===== src/rtl/apb_bridge_pkg.sv =====
// Shared types and constants for the APB bridge arbiter: FSM encoding, beat
// geometry and the default per-beat stall limit.
package apb_bridge_pkg;

  typedef enum logic [1:0] {
    ST_IDLE  = 2'd0,
    ST_ISSUE = 2'd1,
    ST_WAIT  = 2'd2,
    ST_RESP  = 2'd3
  } arb_state_t;

  localparam int BEAT_BYTES      = 4;
  localparam int BEATS_W         = 3;
  localparam int DEFAULT_TIMEOUT = 16;

endpackage


===== src/rtl/apb_bridge_arbiter_if.sv =====
// Requester-side and bridge-side signals of the arbiter, bundled so the
// arbiter (master) and its environment (slave) share one connection.
interface apb_bridge_arbiter_if #(
  parameter int NUM_REQ = 2,
  parameter int ADDR_W  = 32,
  parameter int DATA_W  = 32
);
  import apb_bridge_pkg::*;

  logic [NUM_REQ-1:0]         req;
  logic [NUM_REQ-1:0]         req_write;
  logic [BEATS_W*NUM_REQ-1:0] req_beats;
  logic [ADDR_W*NUM_REQ-1:0]  req_addr;
  logic [DATA_W*NUM_REQ-1:0]  req_wdata;
  logic [NUM_REQ-1:0]         gnt;
  logic [NUM_REQ-1:0]         ack;
  logic [NUM_REQ-1:0]         err;
  logic [DATA_W-1:0]          rdata;

  logic                       br_valid;
  logic                       br_write;
  logic [ADDR_W-1:0]          br_addr;
  logic [DATA_W-1:0]          br_wdata;
  logic                       br_ready;
  logic [DATA_W-1:0]          br_rdata;

  modport master (
    input  req, req_write, req_beats, req_addr, req_wdata, br_ready, br_rdata,
    output gnt, ack, err, rdata, br_valid, br_write, br_addr, br_wdata
  );

  modport slave (
    output req, req_write, req_beats, req_addr, req_wdata, br_ready, br_rdata,
    input  gnt, ack, err, rdata, br_valid, br_write, br_addr, br_wdata
  );

endinterface


===== src/rtl/apb_bridge_arbiter_rr_pick.sv =====
// Combinational round-robin picker: the first set request strictly after
// last_grant, wrapping around, wins.
module rr_pick #(
  parameter int N     = 2,
  parameter int IDX_W = (N > 1) ? $clog2(N) : 1
) (
  input  logic [N-1:0]     req,
  input  logic [IDX_W-1:0] last_grant,
  output logic [N-1:0]     pick,
  output logic             valid
);

  logic [IDX_W-1:0] idx;
  logic             found;

  // The previous winner is visited last, so it only wins when alone.
  always_comb begin
    pick  = '0;
    found = 1'b0;
    idx   = '0;
    for (int i = 1; i <= N; i++) begin
      idx = IDX_W'((int'(last_grant) + i) % N);
      if (!found && req[idx]) begin
        pick[idx] = 1'b1;
        found     = 1'b1;
      end
    end
  end

  assign valid = |req;

endmodule


===== src/rtl/apb_bridge_arbiter.sv =====
// Shares one AHB-to-APB bridge among NUM_REQ requesters: round-robin grant,
// burst lock, one bridge command per beat and a per-beat stall timeout.
module apb_bridge_arbiter
  import apb_bridge_pkg::*;
#(
  parameter int NUM_REQ = 2,
  parameter int ADDR_W  = 32,
  parameter int DATA_W  = 32,
  parameter int TIMEOUT = DEFAULT_TIMEOUT
) (
  input logic                  clk,
  input logic                  hresetn,
  apb_bridge_arbiter_if.master bus
);

  localparam int IDX_W   = $clog2(NUM_REQ);
  localparam int TIMER_W = $clog2(TIMEOUT);

  logic [ADDR_W-1:0]  addr_arr  [NUM_REQ];
  logic [DATA_W-1:0]  wdata_arr [NUM_REQ];
  logic [BEATS_W-1:0] beats_arr [NUM_REQ];

  for (genvar g = 0; g < NUM_REQ; g++) begin : g_unpack
    assign addr_arr[g]  = bus.req_addr[g*ADDR_W +: ADDR_W];
    assign wdata_arr[g] = bus.req_wdata[g*DATA_W +: DATA_W];
    assign beats_arr[g] = bus.req_beats[g*BEATS_W +: BEATS_W];
  end

  arb_state_t         state;
  logic [IDX_W-1:0]   owner;
  logic [IDX_W-1:0]   last_grant;
  logic [BEATS_W-1:0] beats_l;
  logic [BEATS_W-1:0] beat;
  logic               write_l;
  logic               abort;
  logic [TIMER_W-1:0] timer;
  logic [DATA_W-1:0]  rdata_q;

  logic [NUM_REQ-1:0] pick;
  logic               pick_valid;
  logic [IDX_W-1:0]   pick_idx;
  logic [NUM_REQ-1:0] owner_oh;

  rr_pick #(.N(NUM_REQ), .IDX_W(IDX_W)) u_pick (
    .req        (bus.req),
    .last_grant (last_grant),
    .pick       (pick),
    .valid      (pick_valid)
  );

  always_comb begin
    pick_idx = '0;
    for (int i = 0; i < NUM_REQ; i++) begin
      if (pick[i]) pick_idx = IDX_W'(i);
    end
  end

  assign owner_oh  = NUM_REQ'(1) << owner;
  assign bus.rdata = rdata_q;

  // Bridge command lines are only non-zero during the single ISSUE cycle.
  always_comb begin
    bus.gnt      = '0;
    bus.ack      = '0;
    bus.err      = '0;
    bus.br_valid = 1'b0;
    bus.br_write = 1'b0;
    bus.br_addr  = '0;
    bus.br_wdata = '0;
    if (state != ST_IDLE) bus.gnt = owner_oh;
    if (state == ST_RESP) begin
      bus.ack = owner_oh;
      if (abort) bus.err = owner_oh;
    end
    if (state == ST_ISSUE) begin
      bus.br_valid = 1'b1;
      bus.br_write = write_l;
      bus.br_addr  = addr_arr[owner] + ADDR_W'(BEAT_BYTES) * ADDR_W'(beat);
      bus.br_wdata = wdata_arr[owner];
    end
  end

  always_ff @(posedge clk or negedge hresetn) begin
    if (!hresetn) begin
      state      <= ST_IDLE;
      owner      <= '0;
      last_grant <= IDX_W'(NUM_REQ - 1);
      beats_l    <= '0;
      beat       <= '0;
      write_l    <= 1'b0;
      abort      <= 1'b0;
      timer      <= '0;
      rdata_q    <= '0;
    end else begin
      case (state)
        ST_IDLE: begin
          if (pick_valid) begin
            owner   <= pick_idx;
            beats_l <= beats_arr[pick_idx];
            write_l <= bus.req_write[pick_idx];
            beat    <= '0;
            abort   <= 1'b0;
            state   <= ST_ISSUE;
          end
        end
        ST_ISSUE: begin
          timer <= '0;
          state <= ST_WAIT;
        end
        // A ready in the last allowed cycle still completes without error.
        ST_WAIT: begin
          if (bus.br_ready) begin
            rdata_q <= write_l ? '0 : bus.br_rdata;
            state   <= ST_RESP;
          end else if (timer == TIMER_W'(TIMEOUT - 1)) begin
            abort   <= 1'b1;
            rdata_q <= '0;
            state   <= ST_RESP;
          end else begin
            timer <= timer + 1'b1;
          end
        end
        ST_RESP: begin
          if (abort || beat == beats_l) begin
            last_grant <= owner;
            state      <= ST_IDLE;
          end else begin
            beat  <= beat + 1'b1;
            state <= ST_ISSUE;
          end
        end
        default: state <= ST_IDLE;
      endcase
    end
  end

endmodule


===== src/flat_wrapper.sv =====
// flat-port wrapper written by rule: the top's interface ports become plain ports
module apb_bridge_arbiter_flat import apb_bridge_pkg::*;
#(
  parameter int NUM_REQ = 2,
  parameter int ADDR_W  = 32,
  parameter int DATA_W  = 32,
  parameter int TIMEOUT = DEFAULT_TIMEOUT
)
  (clk, hresetn, bus_req, bus_req_write, bus_req_beats, bus_req_addr, bus_req_wdata, bus_br_ready, bus_br_rdata, bus_gnt, bus_ack, bus_err, bus_rdata, bus_br_valid, bus_br_write, bus_br_addr, bus_br_wdata);
  apb_bridge_arbiter_if #(.NUM_REQ(NUM_REQ), .ADDR_W(ADDR_W), .DATA_W(DATA_W)) bus_i ();
  input logic clk;
  input logic hresetn;
  input wire logic [$bits(bus_i.req)-1:0] bus_req;
  input wire logic [$bits(bus_i.req_write)-1:0] bus_req_write;
  input wire logic [$bits(bus_i.req_beats)-1:0] bus_req_beats;
  input wire logic [$bits(bus_i.req_addr)-1:0] bus_req_addr;
  input wire logic [$bits(bus_i.req_wdata)-1:0] bus_req_wdata;
  input wire logic [$bits(bus_i.br_ready)-1:0] bus_br_ready;
  input wire logic [$bits(bus_i.br_rdata)-1:0] bus_br_rdata;
  output wire logic [$bits(bus_i.gnt)-1:0] bus_gnt;
  output wire logic [$bits(bus_i.ack)-1:0] bus_ack;
  output wire logic [$bits(bus_i.err)-1:0] bus_err;
  output wire logic [$bits(bus_i.rdata)-1:0] bus_rdata;
  output wire logic [$bits(bus_i.br_valid)-1:0] bus_br_valid;
  output wire logic [$bits(bus_i.br_write)-1:0] bus_br_write;
  output wire logic [$bits(bus_i.br_addr)-1:0] bus_br_addr;
  output wire logic [$bits(bus_i.br_wdata)-1:0] bus_br_wdata;
  assign bus_i.req = bus_req;
  assign bus_i.req_write = bus_req_write;
  assign bus_i.req_beats = bus_req_beats;
  assign bus_i.req_addr = bus_req_addr;
  assign bus_i.req_wdata = bus_req_wdata;
  assign bus_i.br_ready = bus_br_ready;
  assign bus_i.br_rdata = bus_br_rdata;
  assign bus_gnt = bus_i.gnt;
  assign bus_ack = bus_i.ack;
  assign bus_err = bus_i.err;
  assign bus_rdata = bus_i.rdata;
  assign bus_br_valid = bus_i.br_valid;
  assign bus_br_write = bus_i.br_write;
  assign bus_br_addr = bus_i.br_addr;
  assign bus_br_wdata = bus_i.br_wdata;
  apb_bridge_arbiter #(.NUM_REQ(NUM_REQ), .ADDR_W(ADDR_W), .DATA_W(DATA_W), .TIMEOUT(TIMEOUT)) u_core (.clk(clk), .hresetn(hresetn), .bus(bus_i));
endmodule

===== config.mk =====
export PLATFORM = sky130hd
export DESIGN_NAME = apb_bridge_arbiter_flat
export DESIGN_NICKNAME = d
export VERILOG_FILES = /design/src/rtl/apb_bridge_pkg.sv /design/src/rtl/apb_bridge_arbiter_if.sv /design/src/rtl/apb_bridge_arbiter_rr_pick.sv /design/src/rtl/apb_bridge_arbiter.sv /design/src/flat_wrapper.sv
export SDC_FILE = /design/constraint.sdc
export NUM_CORES = 1
export LEC_CHECK = 0
export CORE_MARGIN = 4
export CORE_UTILIZATION = 35
export DETAILED_ROUTE_END_ITERATION = 12
export GPL_TIMING_DRIVEN = 0
export HOLD_SLACK_MARGIN = 0.02
export PLACE_DENSITY = 0.81
export SLEW_MARGIN = 20
export SYNTH_ARGS = -nofsm -noshare
export SYNTH_HDL_FRONTEND = slang
export SYNTH_SLANG_ARGS = --single-unit

===== constraint.sdc =====
create_clock -name clk -period 5.84 [get_ports clk]
set_input_delay 1.168 -clock clk [delete_from_list [all_inputs] [get_ports clk]]
set_output_delay 1.168 -clock clk [all_outputs]
set_load 0.1 [all_outputs]

### Yosys cells after proc, flatten, opt, wreduce, memory -nomap -nowiden

Cells that the tools add are included.

| word-level totals | value |
|---|---|
| bits of input ports | 173 |
| bits in registers | 48 |
| latch bits | 0 |
| memory bits (writable) | 0 |
| bits in read-only memories | 0 |
| memories | 0 |

| cells by class | value |
|---|---|
| magnitude comparators | 7 |
| eq/ne operators | 11 |
| reductions and logical operators | 19 |
| multiply operators | 0 |
| bitwise logic cells | 3 |
| mux-type cells | 49 |
| shifts and indexed selects | 1 |
| $add $sub $neg | 5 |
| divide/modulo/power cells | 0 |

Operators with widths:

| kind | count |
|---|---|
| $mux W32 | 11 |
| $add A32 B5 Y32 | 1 |
| $mux W2 | 9 |
| $mux W1 | 16 |
| $mux W3 | 5 |
| $reduce_bool A2 Y1 | 5 |
| $mux W4 | 2 |
| $pmux W2 S4 | 1 |
| $pmux W4 S2 | 1 |
| $reduce_and A2 Y1 | 4 |
| $lt A1 B2 Y1 const B | 3 |
| $ne A2 B2 Y1 const B | 3 |
| $pmux W3 S2 | 1 |
| $reduce_and A3 Y1 | 2 |
| $add A4 B1 Y4 const B | 1 |
| $eq A2 B2 Y1 const B | 2 |
| $eq A4 B4 Y1 const B | 1 |
| $ge A2 B2 Y1 const B | 2 |
| $ne A2 B1 Y1 const B | 2 |
| $not A1 Y2 | 2 |
| $reduce_and A4 Y1 | 1 |
| $add A3 B1 Y3 const B | 1 |
| $eq A3 B3 Y1 | 1 |
| $logic_and A1 B1 Y1 | 3 |
| other kinds (12) | 15 |

### Longest topological paths before layout

Gate-level depths: netlist of run 1.

| depth | value |
|---|---|
| depth after elaboration | 13 |
| mapped depth | 14 |
| gate-level depth less buffers | 9 |

### Hierarchy

A second synthesis of run 1 with hierarchy kept.

| second synthesis, totals | value |
|---|---|
| cell total of the unflattened synthesis | 454 |
| area total of the unflattened synthesis | 4037.6 µm² |

By module, submodules not included:

| module | area each (µm²) | cells each | instances | seq. area each (µm²) |
|---|---|---|---|---|
| apb_bridge_arbiter | 4012.6 | 450 | 1 | 1202.4 |
| rr_pick | 25.0 | 4 | 1 | 0.0 |

### Worst setup path before layout of run 1

No wires, ideal clock.

| timing path | value |
|---|---|
| path kind | register -> output |
| start point | reg u_core.owner |
| end point | out bus_br_addr[6] |
| slack | -2912 ps |
| arrival time | 7584 ps |
| buffers on the path | 5 |
| stages on the path, launching flop included | 13 |
| path through | dfrtp_1 -> clkbuf_1 -> clkbuf_1 -> clkbuf_1 -> buf_2 -> mux2_2 -> ha_1 -> inv_1 -> fa_1 -> nand2b_1 -> a22oi_1 -> clkbuf_1 -> a2111oi_0 |

| between the ends | value |
|---|---|
| cells in the longest elaborated chain, start to end | 6 |

Ends and longest elaborated chain:

| item | RTL line | RTL |
|---|---|---|
| start: declaration | apb_bridge_arbiter.sv:30 | `logic [IDX_W-1:0] owner;` |
| start signal: assignment | apb_bridge_arbiter.sv:98 | `owner <= pick_idx;` |
| $not A1 Y2 (not written as such) | apb_bridge_arbiter.sv:78 | `bus.br_addr = addr_arr[owner] + ADDR_W'(BEAT_BYTES) * ADDR_W'(beat);` |
| $mux W32 (not written as such) (3 in a row) | apb_bridge_arbiter.sv:78 |  |
| $add A32 B5 Y32 | apb_bridge_arbiter.sv:78 |  |
| $mux W32 | apb_bridge_arbiter.sv:75 | `if (state == ST_ISSUE) begin` |
| end: declaration | flat_wrapper.sv:26 | `output wire logic [$bits(bus_i.br_addr)-1:0] bus_br_addr;` |

Every way passes these cells. The select of a mux whose other input is x is not followed.

### Final worst setup path of run 1

| timing path | value |
|---|---|
| start point | in bus_req_addr[2] |
| end point | out bus_br_addr[26] |

| between the ends | value |
|---|---|
| cells in the longest elaborated chain, start to end | 5 |

Ends and longest elaborated chain:

| item | RTL line | RTL |
|---|---|---|
| start: declaration | flat_wrapper.sv:16 | `input wire logic [$bits(bus_i.req_addr)-1:0] bus_req_addr;` |
| $mux W32 (not written as such) (3 in a row) | apb_bridge_arbiter.sv:78 |  |
| $add A32 B5 Y32 | apb_bridge_arbiter.sv:78 |  |
| $mux W32 | apb_bridge_arbiter.sv:75 |  |

Every way passes these cells. The select of a mux whose other input is x is not followed.

==> flow_metrics.py, run 1 <==
metrics = {
    "logic_synthesis": {
        "synth.distinct_cells": 51,
        "synthFlopType": "dfrtp_1",
        "synth_edf_count": 0,
        "async_flop_share": 1.00,
        "ys_ff_latch": 48,
        "netlist_top_cells_area": "dfrtp_1, mux2i_1, nand2_1, nor2_1, o21ai_0",
        "syn_avg_cell_area_um2": 8.15,
        "syn-instance-count": 482,
        "ys_seq_area_frac": 0.306,
        "yosysTopAreaCell": "dfrtp_1",
        "yosysTopAreaCellShare": 0.299,
        "synth_warnings": 0,
        "synth_area_um2": 3930,
        "syn-num-nets": 665,
    },
    "place": {
        "port_buffers": 276,
        "place_inst": 899,
        "dp_slack_ns": -1.62,
        "placed_cell_area_um2": 6990,
        "dp_hpwl_um": 13500,
        "gp_congestion": 0.897,
    },
    "timing": {
        "min_period_ns": 5.68,
        "timing.fmax_ghz": 0.176,
        "tightest_slew_ns": 1.04,
        "holdWs_ns": 0.481,
        "hold_viol_final": 0,
        "period_share": 0.972,
        "fin_skew_ns": 0.00497,
        "maxSlewHeadroom": 0.303,
        "rsz0062_at_grt": "no",
        "final-setup-viol-count": 0,
        "fin_ws_ns": 0.163,
        "report.final.slew_viol_count": 0,
    },
    "setup_path": {
        "crit_path_end_kind": "primary output",
        "path_cells": "clkdlybuf4s50_1 > mux2_2 > ha_1 > inv_1 > fa_1 > nand2b_1 > a221oi_1 > nand3_2 > or3_1 > a21oi_2 > clkdlybuf4s15_2",
        "start_kind": "input pin",
        "reg2regPathDepth": 7,
        "r2r_start": "u_core.timer[0]",
        "reg2reg_to": "u_core.bus.rdata[23]",
        "crit_start": "bus_req_addr[2]",
        "r2r_setup_slack_ns": 3.63,
        "cp-endpoint": "bus_br_addr[26]",
        "critical_path_class": "input pin to primary output",
        "crit_required_ns": 4.67,
        "crit_slowest_cell": "clkdlybuf4s15_2",
        "critPathArrivalTime_ns": 4.51,
        "max_stage_delay_ns": 0.57,
        "crit_path_max_fanout": 8,
    },
    "flow_run": {
        "cap_viol_max_count": 0,
    },
    "cells_and_area": {
        "multi_input_area_um2": 2660,
        "layout.nets": 950,
        "antenna_cells": 0,
        "drive_above_1_share": 0.0782,
        "seqCellArea_um2": 1200,
        "instances_no_fill": 907,
        "area_growth_pct": 81.6,
        "num-fill-cells": 941,
        "finalInstanceArea_um2": 7140,
    },
    "floorplan": {
        "core-area_um2": 10900,
        "die_w_um": 114,
        "num_io_pins": 277,
        "die_h_um": 114,
        "row_count": 38,
        "start_util": 0.359,
        "die-area_um2": 13000,
    },
    "drt": {
        "antenna_left": 0,
        "wl_um": 16200,
        "vias_per_cell": 5.29,
        "via_count": 4799,
        "drtIter0Drc": 345,
        "dr.pass1.iters": 6,
        "wire_per_inst_um": 17.9,
        "drcViolationCount": 0,
    },
    "grt": {
        "grt_pass1_wl_um": 24900,
        "globalRoute.totalOverflow": 0,
        "first_global_vias": 4950,
        "antenna_found_initial": 0,
        "grt_max_degree": 29,
        "grt_util_all_layers": 0.235,
    },
    "status": {
        "status": "completed",
    },
    "clocking": {
        "clock_latency_ns": 0.28,
        "cts_buffer_depth": 2,
        "cts_buffers": 5,
        "numClockSinks": 48,
        "clkTransAtPathRegs_ns": 0.06,
        "cts_tree": "yes",
        "cts_root_buf": "clkbuf_16",
        "cts-htree-levels": 2,
    },
    "hold_path": {
        "hp-class": "flop to flop",
    },
}
[flip-flops by register name, summed over array words and instances, names as in the netlist]
signal	count
u_core.bus.rdata	32
u_core.timer	4
u_core.beat	3
u_core.beats_l	3
u_core.state	2
u_core.abort	1
u_core.last_grant	1
u_core.owner	1
u_core.write_l	1
[Yosys cell counts (all sizes together) (6+ instances only)]
| master | n |
|---|---|
| nand2 | 65 |
| nor2 | 58 |
| mux2i | 57 |
| dfrtp | 47 |
| o21ai | 35 |
| nand3 | 24 |
| clkbuf | 21 |
| a22o | 17 |
| xnor2 | 13 |
| inv | 12 |
| a21oi | 11 |
| nand4 | 10 |
| ha | 9 |
| mux2 | 9 |
| a22oi | 7 |
| buf | 7 |
| nor3 | 7 |
| and2 | 6 |
| nand3b | 6 |
| xor2 | 6 |
[worst min-delay path by stage]
stage,startpoint,end,slack [ns],depth (start not counted)
2_1_floorplan,u_core.write_l,u_core.write_l,0.46,2
3_3_place_gp,u_core.bus.rdata[16],u_core.bus.rdata[16],0.46,2
3_5_place_dp,u_core.bus.rdata[17],u_core.bus.rdata[17],0.47,2
4_1_cts,u_core.bus.rdata[25],u_core.bus.rdata[25],0.49,2
5_1_grt,u_core.bus.rdata[5],u_core.bus.rdata[5],0.53,1
6_report,u_core.bus.rdata[25],u_core.bus.rdata[25],0.48,2
[routing by layer]
| metal | routed length [um] | GRT usage |
|---|---|---|
| met5 | 0 | 0 |
| met4 | 296 | 0.0618 |
| met3 | 1650 | 0.0706 |
| met2 | 7980 | 0.420 |
| met1 | 6290 | 0.273 |
[repair_timing]
item                       CTS  global route
resized for setup           48            16
pin swaps                    1             0
setup endpoints to repair   29            14
hold buffers                 0             0
buffers inserted             2             0
gates cloned                 0             0
[per-stage QoR]
step / TNS, ns / util
6_report: 0 / 0.653
5_1_grt: 0 / 0.653
4_1_cts: 0 / 0.653
3_5_place_dp: -29.09 / 0.639
3_3_place_gp: -30.08 / 0.637
2_1_floorplan: -0.143 / -
[final cells by class]
type                       instances  share of cell area
multi-input combinational        393               0.373
clock buffer                       5              0.0175
clock inverter                     2             0.00175
inverter                          13             0.00684
tap                              140              0.0245
buffer                            26              0.0165
timing repair buffer             280               0.391
sequential                        48               0.169
[cell usage in the layout (no fill, tap or decap), types with 5 or more instances in the layout]
master           instances
nand2_1                 65
mux2_2                   7
clkbuf_2                 7
clkdlybuf4s15_2          8
clkdlybuf4s50_1        253
a21oi_1                  8
mux2i_1                 57
and2_1                   6
clkbuf_1                18
nand3_1                 23
ha_1                     9
nand4_1                 10
a22o_1                  17
nand3b_1                 6
a22oi_1                  6
xor2_1                   6
nand4b_1                 5
inv_1                   12
nor2_1                  57
buf_4                    7
clkbuf_16                5
xnor2_1                 13
dfrtp_1                 47
o21ai_0                 31
[cells by family (layout without fill, tap and decap cells)]
group	count (synthesis)	in the layout	synth area share
and+or+nand+nor	201	201	0.240
AOI/OAI and AO/OA	97	97	0.163
muxes	66	66	0.171
DFF	48	48	0.306
buffers and inverters	41	326	0.0433
xor gates and xnor gates	19	19	0.0423
adders and majority gates	10	10	0.0337
[critical path, delay by kind of cell]
| family | cells | cell delay [ns] |
|---|---|---|
| compound gates | 2 | 0.63 |
| fa+ha+maj | 2 | 0.55 |
| buf+inv | 3 | 1.09 |
| mux | 1 | 0.15 |
| simple gates | 3 | 0.91 |
Power of run 1 is not shown: default switching activity piles up to over one toggle a cycle in this logic, so the estimate is an artifact.
==> run 2: changes to the inputs <==
--- a/config.mk
+++ b/config.mk
@@ -15,3 +15,4 @@
 export SYNTH_ARGS = -nofsm -noshare
 export SYNTH_HDL_FRONTEND = slang
 export SYNTH_SLANG_ARGS = --single-unit
+export TNS_END_PERCENT = 30
==> run 2 against run 1 <==
Net effect:
- worst setup slack better by 0.030 ns
- hold slack worse by 0.00094 ns
- flip-flop and latch count stayed put
- via count is 1.6% higher
- maximum frequency is 0.54% higher
- non-clock buffer count is 1 higher
- cell area is 0.44% higher
- clock skew is 0.0025 ns higher
- register-to-register slack better by 0.06 ns
- first-iteration DRC count is 4.1% higher
- clock-buffer cell count is 1 higher
- die area stayed put
- highest routed layer unchanged
- largest cell class unchanged
==> flow_metrics.py, run 2 (synthesized netlist as in run 1, its figures left out) <==
metrics = {
    "timing": {
        "min_period_ns": 5.65,
        "tightest_slew_ns": 1.01,
        "period_share": 0.967,
        "maxSlewHeadroom": 0.321,
        "final-setup-viol-count": 0,
        "fin_skew_ns": 0.00752,
        "fin_setup_tns_ns": 0,
        "hold_viol_final": 0,
        "timing.fmax_ghz": 0.177,
        "report.final.slew_viol_count": 0,
        "rsz0062_at_grt": "no",
    },
    "grt": {
        "globalRoute.totalOverflow": 0,
        "grt_pass1_wl_um": 24600,
        "grt_max_degree": 27,
        "grt_util_all_layers": 0.231,
        "first_global_vias": 4840,
        "antenna_found_initial": 0,
    },
    "setup_path": {
        "crit_required_ns": 4.67,
        "critical_path_class": "flop to primary output",
        "crit_path_end_kind": "primary output",
        "start_kind": "flop",
        "crit_path_max_fanout": 19,
        "reg2regPathDepth": 6,
        "crit_start": "u_core.owner",
        "critPathArrivalTime_ns": 4.48,
        "r2r_start": "u_core.timer[0]",
    },
    "flow_run": {
        "cap_viol_max_count": 0,
    },
    "floorplan": {
        "die_h_um": 114,
        "die_w_um": 114,
        "row_count": 38,
        "die-area_um2": 13000,
        "num_io_pins": 277,
        "core-area_um2": 10900,
        "start_util": 0.359,
    },
    "cells_and_area": {
        "seqCellArea_um2": 1200,
        "final_util": 0.655,
        "layout.nets": 951,
        "drive_above_1_share": 0.0793,
        "num-fill-cells": 932,
        "antenna_cells": 0,
        "area_growth_pct": 82.4,
        "largest_reg_flops": 32,
        "multi_input_area_um2": 2630,
        "final_cell_mix": "clkdlybuf4s50_1, nand2_1, nor2_1, mux2i_1, dfrtp_1",
        "final_common_cell": "clkdlybuf4s50_1",
    },
    "clocking": {
        "cts_buffer_depth": 2,
        "cts_tree": "yes",
        "cts_buffers": 5,
        "numClockSinks": 48,
        "cts_root_buf": "clkbuf_16",
        "hold_buffers": 0,
        "clock_latency_ns": 0.29,
        "clkTransAtPathRegs_ns": 0.07,
        "cts-htree-levels": 2,
    },
    "place": {
        "port_buffers": 276,
        "dp_hpwl_um": 13100,
        "gp_congestion": 0.888,
    },
    "drt": {
        "via_count": 4875,
        "antenna_left": 0,
        "dr.pass1.iters": 5,
        "drcViolationCount": 0,
        "vias_per_cell": 5.36,
        "wl_um": 16000,
        "wire_per_inst_um": 17.6,
        "drtIter0Drc": 359,
    },
    "hold_path": {
        "min_path_cells": 2,
        "hp-class": "flop to flop",
        "hold_start": "u_core.bus.rdata[24]",
    },
    "status": {
        "status": "completed",
    },
}
-- run 2: changes by cell type in the layout (fill, tap and decap cells not counted), moves of 2 or more --
cell             before  now
a21oi_1               8   11
a21oi_2               3    0
buf_4                 7    9
clkbuf_2              7    3
clkdlybuf4s15_2       8   13
clkdlybuf4s50_1     253  250
dlygate4sd2_1         2    6
dlymetal6s2s_1        4    2
nor3_4                2    0
-- run 2: worst paths after layout --
path | end | slack (ns)
worst max-delay path | bus_br_addr[30] | 0.19
worst min-delay path | u_core.bus.rdata[24] | 0.48
worst max register to register | u_core.bus.rdata[25] | 3.69
worst min register to register | u_core.bus.rdata[24] | 0.48
max in group asynchronous | u_core.last_grant | 4.39
min in group asynchronous | u_core.bus.rdata[21] | 0.85
-- run 2: routing by layer --
metal / vias to the layer above / GRT usage / routed length, um
met5: - / 0 / 0
met4: 0 / 0.0649 / 367
met3: 34 / 0.0690 / 1720
met2: 270 / 0.400 / 7660
met1: 2261 / 0.279 / 6260
li1: 2310 / - / -
-- run 2: what timing repair did --
| action | CTS | global route |
|---|---|---|
| pin swaps | 0 | 1 |
| gates resized for setup | 73 | 7 |
| setup endpoints to repair | 29 | 21 |
| setup buffers | 0 | 2 |
| hold endpoints to repair | 0 | 0 |
-- run 2: through the flow --
step                hold WS, ns  setup WS, ns  instances  area [um2]
floorplan                 0.464        -0.702        482        3990
global placement          0.463         -1.47        898        6920
detailed placement        0.472         -1.50        899        6940
CTS                       0.486       0.00550        906        7140
global route              0.506        0.0103        909        7170
finish                    0.480         0.194        909        7170
-- run 2: worst max-delay path, cell delays in order (launching register included) --
cell	delay [ns]
dfrtp_1	0.49
clkbuf_2	0.29
buf_4	0.31
clkbuf_4	0.32
mux2_2	0.19
ha_1	0.17
inv_1	0.06
fa_1	0.39
nand2b_1	0.21
a221oi_2	0.34
nand3_2	0.24
or4_1	0.56
a21oi_1	0.25
buf_4	0.35
-- run 2: final cells by class --
class | count | share of cell area
buffer | 27 | 0.0176
clock buffer | 6 | 0.0194
clock inverter | 2 | 0.00541
inverter | 13 | 0.00681
multi-input combinational | 393 | 0.367
sequential | 48 | 0.168
tap | 140 | 0.0244
timing repair buffer | 280 | 0.391
Power of run 2 is left out for the same reason.
